--- src/rtl/beehive_vr_pkg.sv ---
`default_nettype none
// ----------------------------------------------------------------------------
// beehive_vr_pkg: ring-pointer types, helpers and log-controller FSM states.
// Revision 1.0
// ----------------------------------------------------------------------------
package beehive_vr_pkg;

  localparam int unsigned VR_HDR_DEPTH  = 4096;
  localparam int unsigned VR_DATA_DEPTH = 2048;

  // Pointers carry one extra MSB so full and empty are distinguishable.
  typedef logic [$clog2(VR_HDR_DEPTH):0]  hdr_ptr_t;
  typedef logic [$clog2(VR_DATA_DEPTH):0] data_ptr_t;

  typedef enum logic [3:0] {
    ST_IDLE     = 4'd0,
    ST_APP_RESP = 4'd1,
    ST_CLN_CHK  = 4'd2,
    ST_CLN_WAIT = 4'd3,
    ST_CLN_UPD  = 4'd4,
    ST_TRN_RD   = 4'd5,
    ST_TRN_WAIT = 4'd6,
    ST_TRN_UPD  = 4'd7,
    ST_DONE     = 4'd8
  } vr_log_ctrl_state;

  function automatic logic [31:0] ring_used(input logic [31:0] tail,
                                            input logic [31:0] head,
                                            input int unsigned ptr_w);
    return (tail - head) & ((32'd1 << ptr_w) - 32'd1);
  endfunction

  function automatic logic ring_full(input logic [31:0] tail,
                                     input logic [31:0] head,
                                     input int unsigned ptr_w);
    return ((tail ^ head) & ((32'd1 << ptr_w) - 32'd1)) == (32'd1 << (ptr_w - 1));
  endfunction

  // Widened sum keeps huge lengths from wrapping to a small line count.
  function automatic logic [63:0] lines_for_len(input logic [63:0] len,
                                                input int unsigned lg_line);
    logic [64:0] sum;
    sum = {1'b0, len} + ((65'd1 << lg_line) - 65'd1);
    return 64'(sum >> lg_line);
  endfunction

endpackage
`default_nettype wire

--- src/rtl/vr_log_ring_ctrl.sv ---
`default_nettype none
// ----------------------------------------------------------------------------
// vr_log_ring_ctrl: owns VR header/data log pointers; serializes append/clean/truncate.
// Revision 1.0
// ----------------------------------------------------------------------------
module vr_log_ring_ctrl
  import beehive_vr_pkg::*;
#(
  parameter int unsigned HDR_DEPTH  = 4096,
  parameter int unsigned DATA_DEPTH = 2048,
  parameter int unsigned LINE_BYTES = 64,
  parameter int unsigned INT_W      = 64,
  localparam int unsigned HA_W      = $clog2(HDR_DEPTH),
  localparam int unsigned DA_W      = $clog2(DATA_DEPTH)
) (
  input  logic              clk,
  input  logic              rst_n,
  input  logic              app_req_val,
  input  logic [INT_W-1:0]  app_req_op_num,
  input  logic [INT_W-1:0]  app_req_payload_len,
  output logic              app_req_rdy,
  output logic              app_resp_val,
  output logic              app_resp_ok,
  output logic [HA_W-1:0]   app_resp_hdr_addr,
  output logic [DA_W-1:0]   app_resp_data_addr,
  input  logic              app_resp_rdy,
  input  logic              clean_req_val,
  input  logic [INT_W-1:0]  clean_up_to,
  output logic              clean_req_rdy,
  input  logic              trunc_req_val,
  input  logic [INT_W-1:0]  trunc_op,
  output logic              trunc_req_rdy,
  output logic              op_done,
  output logic              hdr_rd_req_val,
  output logic [HA_W-1:0]   hdr_rd_req_addr,
  input  logic [DA_W-1:0]   hdr_rd_resp_payload_addr,
  input  logic [INT_W-1:0]  hdr_rd_resp_payload_len,
  output logic [HA_W:0]     hdr_log_head,
  output logic [HA_W:0]     hdr_log_tail,
  output logic [DA_W:0]     data_log_head,
  output logic [DA_W:0]     data_log_tail,
  output logic [INT_W-1:0]  first_log_op,
  output logic [INT_W-1:0]  last_op
);

  localparam int unsigned LG_LINE = $clog2(LINE_BYTES);
  localparam int unsigned HP_W    = HA_W + 1;
  localparam int unsigned DP_W    = DA_W + 1;

  vr_log_ctrl_state state_q, state_d;

  logic [HA_W:0]      hdr_head_q, hdr_head_d, hdr_tail_q, hdr_tail_d;
  logic [DA_W:0]      data_head_q, data_head_d, data_tail_q, data_tail_d;
  logic [INT_W-1:0]   first_op_q, first_op_d, last_op_q, last_op_d;
  logic [INT_W-1:0]   bound_q, bound_d;
  logic               resp_ok_q, resp_ok_d;
  logic [HA_W-1:0]    resp_hdr_q, resp_hdr_d;
  logic [DA_W-1:0]    resp_data_q, resp_data_d;
  logic [DA_W-1:0]    rd_addr_q, rd_addr_d;
  logic [DA_W:0]      rd_lines_q, rd_lines_d;

  logic [INT_W-1:0]   one_op;
  logic [63:0]        app_lines;
  logic [31:0]        data_used;
  logic [63:0]        data_free;
  logic               hdr_full;
  logic               hdr_empty;
  logic               app_ok;
  logic [HA_W:0]      trn_k;
  logic [DA_W:0]      rd_off;

  assign one_op    = INT_W'(1);
  assign app_lines = lines_for_len(64'(app_req_payload_len), LG_LINE);
  assign data_used = ring_used(32'(data_tail_q), 32'(data_head_q), DP_W);
  assign data_free = 64'(DATA_DEPTH) - 64'(data_used);
  assign hdr_full  = ring_full(32'(hdr_tail_q), 32'(hdr_head_q), HP_W);
  assign hdr_empty = (hdr_tail_q == hdr_head_q);
  assign app_ok    = (app_req_op_num == last_op_q + one_op) && !hdr_full &&
                     (app_lines <= data_free);
  assign trn_k     = HP_W'(bound_q + one_op - first_op_q);
  // Forward distance from the data head to the entry's payload start.
  assign rd_off    = {1'b0, rd_addr_q - data_head_q[DA_W-1:0]};

  always_comb begin
    state_d        = state_q;
    hdr_head_d     = hdr_head_q;
    hdr_tail_d     = hdr_tail_q;
    data_head_d    = data_head_q;
    data_tail_d    = data_tail_q;
    first_op_d     = first_op_q;
    last_op_d      = last_op_q;
    bound_d        = bound_q;
    resp_ok_d      = resp_ok_q;
    resp_hdr_d     = resp_hdr_q;
    resp_data_d    = resp_data_q;
    rd_addr_d      = rd_addr_q;
    rd_lines_d     = rd_lines_q;
    app_req_rdy    = 1'b0;
    clean_req_rdy  = 1'b0;
    trunc_req_rdy  = 1'b0;
    op_done        = 1'b0;
    hdr_rd_req_val = 1'b0;
    hdr_rd_req_addr = hdr_head_q[HA_W-1:0];

    case (state_q)
      ST_IDLE: begin
        if (trunc_req_val) begin
          trunc_req_rdy = 1'b1;
          bound_d       = trunc_op;
          state_d       = ST_DONE;
          if (trunc_op >= last_op_q) begin
            state_d = ST_DONE;
          end else if (trunc_op < first_op_q) begin
            hdr_tail_d  = hdr_head_q;
            data_tail_d = data_head_q;
            last_op_d   = first_op_q - one_op;
          end else begin
            state_d = ST_TRN_RD;
          end
        end else if (clean_req_val) begin
          clean_req_rdy = 1'b1;
          bound_d       = clean_up_to;
          state_d       = ST_CLN_CHK;
        end else if (app_req_val) begin
          app_req_rdy = 1'b1;
          resp_ok_d   = app_ok;
          resp_hdr_d  = hdr_tail_q[HA_W-1:0];
          resp_data_d = data_tail_q[DA_W-1:0];
          if (app_ok) begin
            hdr_tail_d  = hdr_tail_q + HP_W'(1);
            data_tail_d = data_tail_q + DP_W'(app_lines);
            last_op_d   = app_req_op_num;
          end
          state_d = ST_APP_RESP;
        end
      end
      ST_APP_RESP: begin
        if (app_resp_rdy) state_d = ST_IDLE;
      end
      ST_CLN_CHK: begin
        if (hdr_empty || (first_op_q > bound_q)) begin
          op_done = 1'b1;
          state_d = ST_IDLE;
        end else begin
          hdr_rd_req_val = 1'b1;
          state_d        = ST_CLN_WAIT;
        end
      end
      ST_CLN_WAIT: begin
        rd_addr_d  = hdr_rd_resp_payload_addr;
        rd_lines_d = DP_W'(lines_for_len(64'(hdr_rd_resp_payload_len), LG_LINE));
        state_d    = ST_CLN_UPD;
      end
      ST_CLN_UPD: begin
        data_head_d = data_head_q + rd_off + rd_lines_q;
        hdr_head_d  = hdr_head_q + HP_W'(1);
        first_op_d  = first_op_q + one_op;
        state_d     = ST_CLN_CHK;
      end
      ST_TRN_RD: begin
        hdr_rd_req_val  = 1'b1;
        hdr_rd_req_addr = hdr_head_q[HA_W-1:0] + trn_k[HA_W-1:0];
        state_d         = ST_TRN_WAIT;
      end
      ST_TRN_WAIT: begin
        rd_addr_d = hdr_rd_resp_payload_addr;
        state_d   = ST_TRN_UPD;
      end
      ST_TRN_UPD: begin
        // First dropped entry's payload start becomes the new data tail.
        hdr_tail_d  = hdr_head_q + trn_k;
        data_tail_d = data_head_q + rd_off;
        last_op_d   = bound_q;
        state_d     = ST_DONE;
      end
      ST_DONE: begin
        op_done = 1'b1;
        state_d = ST_IDLE;
      end
      default: state_d = ST_IDLE;
    endcase
  end

  always_ff @(posedge clk or negedge rst_n) begin
    if (!rst_n) begin
      state_q     <= ST_IDLE;
      hdr_head_q  <= '0;
      hdr_tail_q  <= '0;
      data_head_q <= '0;
      data_tail_q <= '0;
      first_op_q  <= INT_W'(1);
      last_op_q   <= '0;
      bound_q     <= '0;
      resp_ok_q   <= 1'b0;
      resp_hdr_q  <= '0;
      resp_data_q <= '0;
      rd_addr_q   <= '0;
      rd_lines_q  <= '0;
    end else begin
      state_q     <= state_d;
      hdr_head_q  <= hdr_head_d;
      hdr_tail_q  <= hdr_tail_d;
      data_head_q <= data_head_d;
      data_tail_q <= data_tail_d;
      first_op_q  <= first_op_d;
      last_op_q   <= last_op_d;
      bound_q     <= bound_d;
      resp_ok_q   <= resp_ok_d;
      resp_hdr_q  <= resp_hdr_d;
      resp_data_q <= resp_data_d;
      rd_addr_q   <= rd_addr_d;
      rd_lines_q  <= rd_lines_d;
    end
  end

  assign app_resp_val       = (state_q == ST_APP_RESP);
  assign app_resp_ok        = resp_ok_q;
  assign app_resp_hdr_addr  = resp_hdr_q;
  assign app_resp_data_addr = resp_data_q;
  assign hdr_log_head       = hdr_head_q;
  assign hdr_log_tail       = hdr_tail_q;
  assign data_log_head      = data_head_q;
  assign data_log_tail      = data_tail_q;
  assign first_log_op       = first_op_q;
  assign last_op            = last_op_q;

endmodule
`default_nettype wire

--- config.mk ---
export PLATFORM = sky130hd
export DESIGN_NAME = vr_log_ring_ctrl
export DESIGN_NICKNAME = d
export VERILOG_FILES = /design/src/rtl/beehive_vr_pkg.sv /design/src/rtl/vr_log_ring_ctrl.sv
export SDC_FILE = /design/constraint.sdc
export NUM_CORES = 1
export LEC_CHECK = 0
export CORE_ASPECT_RATIO = 0.7
export CORE_MARGIN = 2
export CORE_UTILIZATION = 40
export DETAILED_ROUTE_END_ITERATION = 7
export PLACE_DENSITY = 0.67
export SETUP_SLACK_MARGIN = 0.3
export SLEW_MARGIN = 20
export SYNTH_ARGS = -nofsm -noshare
export SYNTH_HDL_FRONTEND = slang
export SYNTH_SLANG_ARGS = --single-unit
--- constraint.sdc ---
create_clock -name clk -period 9.9 [get_ports clk]
set_input_delay 2.475 -clock clk [delete_from_list [all_inputs] [get_ports clk]]
set_output_delay 2.475 -clock clk [all_outputs]
set_load 0.005 [all_outputs]
==> out/results.txt, run 1 <==
clock buffer depth -> 3
pin count of the biggest net entering global routing -> 95
Ports -> 557
vias post-DR -> 27,300
Reg-to-Reg End -> last_op[4]$_DFFE_PN0P_
Max Clock Skew -> 0.0234 ns
GR Util All Layers -> 28.7%
Clock Latency Late Sink -> 0.56 ns
Async SR Flop Fraction -> 100%
outcome -> finished clean
slew margin rel. -> 31.6%
CTS tree -> done
Worst EP arrival -> 8.66 ns
hold wc startpoint -> app_resp_hdr_addr[6]$_DFFE_PN0P_
Post-CTS Resized -> 0
H-Tree Depth -> 2
Synth Instances -> 3,426
Final Total Pwr -> 11.5 mW
Via density -> 5.69
critical path launch point type -> input pin
Post-Place Cells -> 4,724
synth-to-layout area growth -> 25.9%
Root Buffer -> clkbuf_16
initial core utilization -> 40.7%
CP Capture Type -> flop
Avg WL per Cell -> 22.0 um
R2R Setup Slk -> 2.70 ns
Syn Area/Cell -> 8.15 um2
core area -> 68,600 um2
share of cells above drive strength 1 -> 3.32%
hold buffers post-CTS -> 0
hpwl dp -> 84,500 um
r2r startpoint -> data_log_tail[0]$_DFFE_PN0P_
Max Transition Viols Final -> 0
main area contributors after synthesis -> dfrtp_1, ha_1, xnor2_1
post-synth cell types -> 81
Setup Fix Bufs, Post-CTS -> 0
wirelength, routed -> 106,000 um
port bufs -> 510
Int Pwr -> 5.99 mW
detailed router's first-iteration violation count -> 2,692
top cells by count, synth -> ha_1, nand2_1, nor2_1, dfrtp_1, xnor2_1
flops & latches, synth -> 293
post-synth top area share -> 26.2%
Clock Sinks -> 293
WP data required -> 10.37 ns
yosys warns -> 0
area leader, netlist -> dfrtp_1
RSZ-0062 raised after global routing -> no
multi-input logic area -> 19,100 um2
total die area -> 71,900 um2
max cap viols -> 0
fin crit share -> 82.6%
Mapped Nets -> 4,101
die width -> 320 um
Net Switching -> 5.50 mW
initial antenna violation count -> 19
critical path type -> in -> reg
die height -> 225 um
power share of the sequential group -> 19.7%
Worst Reg2Reg Path Length in Cells -> 21
Final TNS setup -> 0 ns
CTS buffer count -> 37
register area -> 7330 um2
Final setup viols -> 0
Worst-Margin Slew -> 1.02 ns
Mapped Area -> 27,900 um2
VDD IR max -> 0.000251 V
Final Hold Viols -> 0
DRT antenna net count -> 0
TritonRoute pass-1 iters -> 5
fin cells -> 4,799
fin crit period -> 8.18 ns
number of global-route vias before repair -> 25,500
end of the worst hold path -> app_resp_hdr_addr[6]$_DFFE_PN0P_
fillers -> 6,455
static leakage -> 15.4 nW
routability cong. -> 0.968
Worst Hold Depth -> 2
most frequent cell after synthesis -> ha_1
Combinational Power Share -> 67.6%
Clk pin slew, worst setup/hold paths -> 0.06 ns
Core Rows -> 80
switching share of power -> 47.9%
CP Max Fanout -> 70
DRC -> 0
first-pass GRT wire length -> 159,000 um
clock power share -> 12.7%
final layout net count -> 4,536
PD cells -> 327 nW/um2
Peak Freq -> 122 MHz
Worst Hold Class -> reg -> reg
register area share after synthesis -> 26.3%
Core Util, Final -> 51.2%
GRT overflow -> 0
Post-synth EDFFs -> 0
Post-synth top flop -> dfrtp_1
layout make-up:
type                       instances  share of cell area [%]
multi-input combinational       2731                    54.3
antenna                            8                  0.0570
sequential                       293                    20.9
clock inverter                    15                   0.516
clock buffer                      52                    3.09
inverter                         259                    2.77
timing repair buffer             539                    15.2
tap                              902                    3.21
critical path, stage by stage:
cell and delay [ns]:
clkdlybuf4s50_1 0.53, nand4_1 0.27, a211oi_1 0.68, and3_1 0.55, nand2_1 0.15, nor2_1 0.24
nand3_1 0.18, nor2_1 0.18, xor2_1 0.10, ha_1 0.29, nand3_1 0.08, or4_1 0.53
nor4_1 0.32, nor3b_1 0.29, a211oi_1 0.12, a21oi_1 0.47, o21a_4 0.24, buf_4 0.63
a211oi_1 0.13, a21oi_1 0.16
layer usage:
metal	up-vias	track usage, %	share of wire [%]
met2	1135	41.7	42
met4	16	7.81	2.5
li1	13000	-	-
met5	-	1.68	0.093
met1	13000	41.6	46
met3	158	7.25	9.7
placed cells by master (no fill, tap or decap), drive strengths merged, types with 103 or more instances in the layout:
cell	n
a21o	105
nand2	318
xnor2	290
ha	331
a21oi	276
inv	259
dfrtp	292
nor2	297
clkdlybuf4s50	508
o21ai	133
nand3	105
nand4	103
a211oi	128
how the worst max path moves through the flow:
stage                                       start                           end  slack (ns)  depth (start not counted)
after floorplan           app_req_payload_len[11]       last_op[33]$_DFFE_PN0P_        3.34                         21
final                     app_req_payload_len[10]        last_op[4]$_DFFE_PN0P_        1.72                         20
after CTS                 app_req_payload_len[10]  data_log_tail[9]$_DFFE_PN0P_        1.78                         20
after global placement    app_req_payload_len[10]  data_log_tail[9]$_DFFE_PN0P_        1.42                         20
after global routing      app_req_payload_len[10]        last_op[4]$_DFFE_PN0P_        1.24                         20
after detailed placement  app_req_payload_len[10]  data_log_tail[9]$_DFFE_PN0P_        1.22                         20
cell families after synthesis:
group,Yosys count,synth area share [%]
buf+inv,402,5.51
compound gates,797,18.1
mux,92,3.35
simple gates,1117,19.2
flops,293,26.3
fa+ha+maj,340,15.4
xor+xnor,385,12.1
power groups by stage:
stage                     clock (mW)  sequential, mW  combinational [mW]
after global placement             0            2.25                7.48
after CTS                       1.48            2.24                7.71
after detailed placement           0            2.25                7.66
after floorplan                    0            2.02                5.47
final                           1.46            2.26                7.77
after global routing            1.53            2.31                8.71
stage by stage:
step	instance area [um2]	setup slack [ns]	hold slack, ns
after floorplan	27900	3.34	0.470
after global placement	33900	1.42	0.460
after detailed placement	33900	1.22	0.462
after CTS	35100	1.78	0.477
after global routing	35100	1.24	0.504
final	35100	1.72	0.473
registers in the layout (all words and copies together) (netlist names):
signal and count:
data_log_tail 12, app_resp_data_addr 11, first_log_op 64, hdr_log_head 13, bound_q 64, app_resp_hdr_addr 12
rd_addr_q 11, data_log_head 12, hdr_log_tail 13, rd_lines_q 12, last_op 64, app_resp_ok 1
state_q 4
(Power assumes the default switching activity.)
==> run 2, diff against run 1 <==
--- a/config.mk
+++ b/config.mk
@@ -9,7 +9,7 @@
 export CORE_MARGIN = 2
 export CORE_UTILIZATION = 40
 export DETAILED_ROUTE_END_ITERATION = 7
-export PLACE_DENSITY = 0.67
+export PLACE_DENSITY = 0.69
 export SETUP_SLACK_MARGIN = 0.3
 export SLEW_MARGIN = 20
 export SYNTH_ARGS = -nofsm -noshare
==> constraint.sdc (replaced) <==
create_clock -name clk -period 6.56 [get_ports clk]
set_input_delay 1.64 -clock clk [delete_from_list [all_inputs] [get_ports clk]]
set_output_delay 1.64 -clock clk [all_outputs]
set_load 0.005 [all_outputs]
==> run 2 against run 1 <==
Sequential power up 50%. Clock skew decreased by 0.0022 ns. Power up 54%. Combinational power grew 58%. Flip-flop and latch count did not move. Setup slack lost 1.2 ns. Non-clock buffer count rose by 70. Sequential share of layout area decreased by 0.42 points. Clock-buffer cell count rose by 4. Largest cell class unchanged. Largest power group unchanged.
==> out/results.txt, run 2 (synthesis gave the netlist of run 1 again) <==
outcome -> finished clean
hpwl dp -> 83,900 um (-0.69%)
port bufs -> 510 (unchanged)
critical path type -> reg -> reg
most frequent cells in the layout -> clkdlybuf4s50_1, ha_1, nand2_1, nor2_1, dfrtp_1
Worst EP arrival -> 6.47 ns (-2.19 ns)
clock buffer depth -> 3 (unchanged)
most used cell, CP -> buf_12
fin crit share -> 92.0%
wirelength, routed -> 106,000 um (about the same)
CP Max Fanout -> 41 (-41%)
slowest CP cell -> a311oi_1
final layout net count -> 4,606 (+1.5%)
Max Transition Viols Final -> 0 (unchanged)
commonest non-fill, non-tap cell in the layout -> clkdlybuf4s50_1
Ports -> 557 (unchanged)
H-Tree Depth -> 2 (unchanged)
pin count of the biggest net entering global routing -> 145 (+53%)
share of cells above drive strength 1 -> 5.69% (+2.4 points)
Avg WL per Cell -> 21.7 um (-1.4%)
Placed Area -> 34,400 um2 (+1.5%)
VDD IR max -> 0.000344 V (+37%)
gr busiest metal -> met2
DRT antenna net count -> 0 (unchanged)
initial antenna violation count -> 14 (-5)
Clock Sinks -> 293 (unchanged)
crit path cell chain -> inv_1, ha_1, fa_1, nor2b_1, o31ai_1, a31o_2, a311oi_1, nand4b_1, buf_4, o21ai_4, buf_12, buf_12, ha_1, a21o_1, maj3_1, a41oi_1, a221oi_1, o31ai_1, a21oi_2, buf_4, o21a_4, buf_12, a211oi_1, a21oi_1
PD cells -> 494 nW/um2 (+51%)
TritonRoute pass-1 iters -> 7 (+2)
number of global-route vias before repair -> 26,200 (+2.9%)
Largest stage delay, worst path -> 0.46 ns (-0.22 ns)
Core Rows -> 80 (unchanged)
initial core utilization -> 40.7% (unchanged)
Peak Freq -> 166 MHz
die height -> 225 um (unchanged)
met3 usage -> 7.86% (+0.61 points)
WP data required -> 7.00 ns (-3.37 ns)
die width -> 320 um (unchanged)
Final setup viols -> 0 (unchanged)
vias post-DR -> 27,600 (+0.89%)
core area -> 68,600 um2 (unchanged)
Root Buffer -> clkbuf_16
fillers -> 6,386 (-1.1%)
static leakage -> 15.8 nW (+2.6%)
detailed router's first-iteration violation count -> 2,464 (-8.5%)
Design Area, Final -> 35,900 um2 (+2.1%)
Final Hold Viols -> 0 (unchanged)
fin crit period -> 6.03 ns
CP Capture Type -> flop
Worst-Margin Slew -> 1.07 ns (+0.0547 ns)
GR met2 Demand/Resource -> 42.1% (+0.39 points)
Max Clock Skew -> 0.0212 ns (-0.00222 ns)
slew margin rel. -> 27.8% (-3.8 points)
CTS buffer count -> 37 (unchanged)
GRT overflow -> 0 (unchanged)
DRC -> 0 (unchanged)
Final Total Pwr -> 17.7 mW (+54%)
GR Util All Layers -> 28.7% (about the same)
max cap viols -> 0 (unchanged)
Clock Latency Late Sink -> 0.57 ns (about the same)
first-pass GRT wire length -> 160,000 um (+0.99%)
Worst Hold Class -> reg -> reg
Clk pin slew, worst setup/hold paths -> 0.06 ns (about the same)
critical path launch point type -> flop
CTS tree -> done
RSZ-0062 raised after global routing -> no
Via density -> 5.66 (-0.56%)
synth-to-layout area growth -> 28.5%
routability cong. -> 0.993 (+2.6%)
GR Util met1 -> 41.0% (-0.68 points)
total die area -> 71,900 um2 (unchanged)
## run 2: cell types whose count changed in the layout (fill, tap and decap cells not counted), sizes merged
| cell | before | now |
|---|---|---|
| bufinv | 4 | 1 |
| dlymetal6s2s | 0 | 2 |
| clkbuf | 52 | 56 |
| diode | 8 | 10 |
| buf | 31 | 101 |
| clkinv | 10 | 6 |
| dlygate4sd2 | 0 | 2 |
| clkdlybuf4s50 | 508 | 504 |
| clkinvlp | 1 | 2 |
## run 2: final cells by class
| class | count | area [um2] | area share (%) |
|---|---|---|---|
| Multi-Input combinational cell | 2731 | 19200 | 53.7 |
| Antenna cell | 10 | 25.0 | 0.0698 |
| Timing Repair Buffer | 609 | 5990 | 16.7 |
| Tap cell | 902 | 1130 | 3.15 |
| Clock buffer | 56 | 1090 | 3.04 |
| Sequential cell | 293 | 7340 | 20.5 |
| Clock inverter | 9 | 78.8 | 0.220 |
| Inverter | 259 | 972 | 2.71 |
## run 2: power breakdown
part | internal (mW) | total (mW) | switching [mW] | leakage [nW]
registers | 2.45 | 3.40 | 0.944 | 3.56
logic | 5.65 | 12.3 | 6.61 | 11.7
clock network | 1.19 | 2.07 | 0.889 | 0.569
total | 9.29 | 17.7 | 8.44 | 15.8
## run 2: layer usage
| layer | part of all wire [%] | vias up | routed length [um] |
|---|---|---|---|
| li1 | - | 13200 | - |
| met1 | 46 | 13100 | 48200 |
| met2 | 42 | 1112 | 44500 |
| met3 | 9.8 | 158 | 10400 |
| met4 | 2.4 | 10 | 2560 |
| met5 | 0.055 | - | 58 |
## run 2: critical path: cells and delay by family, from the launching register on
family,cells,cell delay [ns]
compound gates,12,2.74
flops,1,0.40
fa+ha+maj,4,1.29
buf+inv,6,1.03
simple gates,2,0.44
## run 2: path summary, 6_finish.rpt
| path | startpoint | end | slack, ns | cells past startpoint |
|---|---|---|---|---|
| min in group asynchronous | rst_n | bound_q[24]$_DFFE_PN0P_ | 1.08 | 1 |
| min | app_resp_hdr_addr[2]$_DFFE_PN0P_ | app_resp_hdr_addr[2]$_DFFE_PN0P_ | 0.47 | 2 |
| min reg2reg | app_resp_hdr_addr[2]$_DFFE_PN0P_ | app_resp_hdr_addr[2]$_DFFE_PN0P_ | 0.47 | 2 |
| max reg2reg | data_log_tail[0]$_DFFE_PN0P_ | last_op[46]$_DFFE_PN0P_ | 0.53 | 24 |
| max | data_log_tail[0]$_DFFE_PN0P_ | last_op[46]$_DFFE_PN0P_ | 0.53 | 24 |
| max in group asynchronous | rst_n | data_log_tail[10]$_DFFE_PN0P_ | 4.17 | 2 |
## run 2: metrics by stage
stage	setup WS (ns)	instances	setup TNS, ns	utilization [%]	hold slack, ns
2_1_floorplan	0.471	3426	0	-	0.470
3_3_place_gp	0.0492	4778	0	50.1	0.458
3_5_place_dp	-0.0258	4778	-0.0762	50.1	0.462
4_1_cts	0.249	4849	0	52.0	0.476
5_1_grt	0.275	4865	0	52.3	0.507
6_report	0.527	4869	0	52.3	0.474
## run 2: what timing repair did
item,4_1_cts,5_1_grt
hold buffers,0,0
endpoints found under the hold margin,0,0
setup endpoints to repair,5,94
resized for setup,21,23
pin swaps,6,17
buffers inserted,6,10
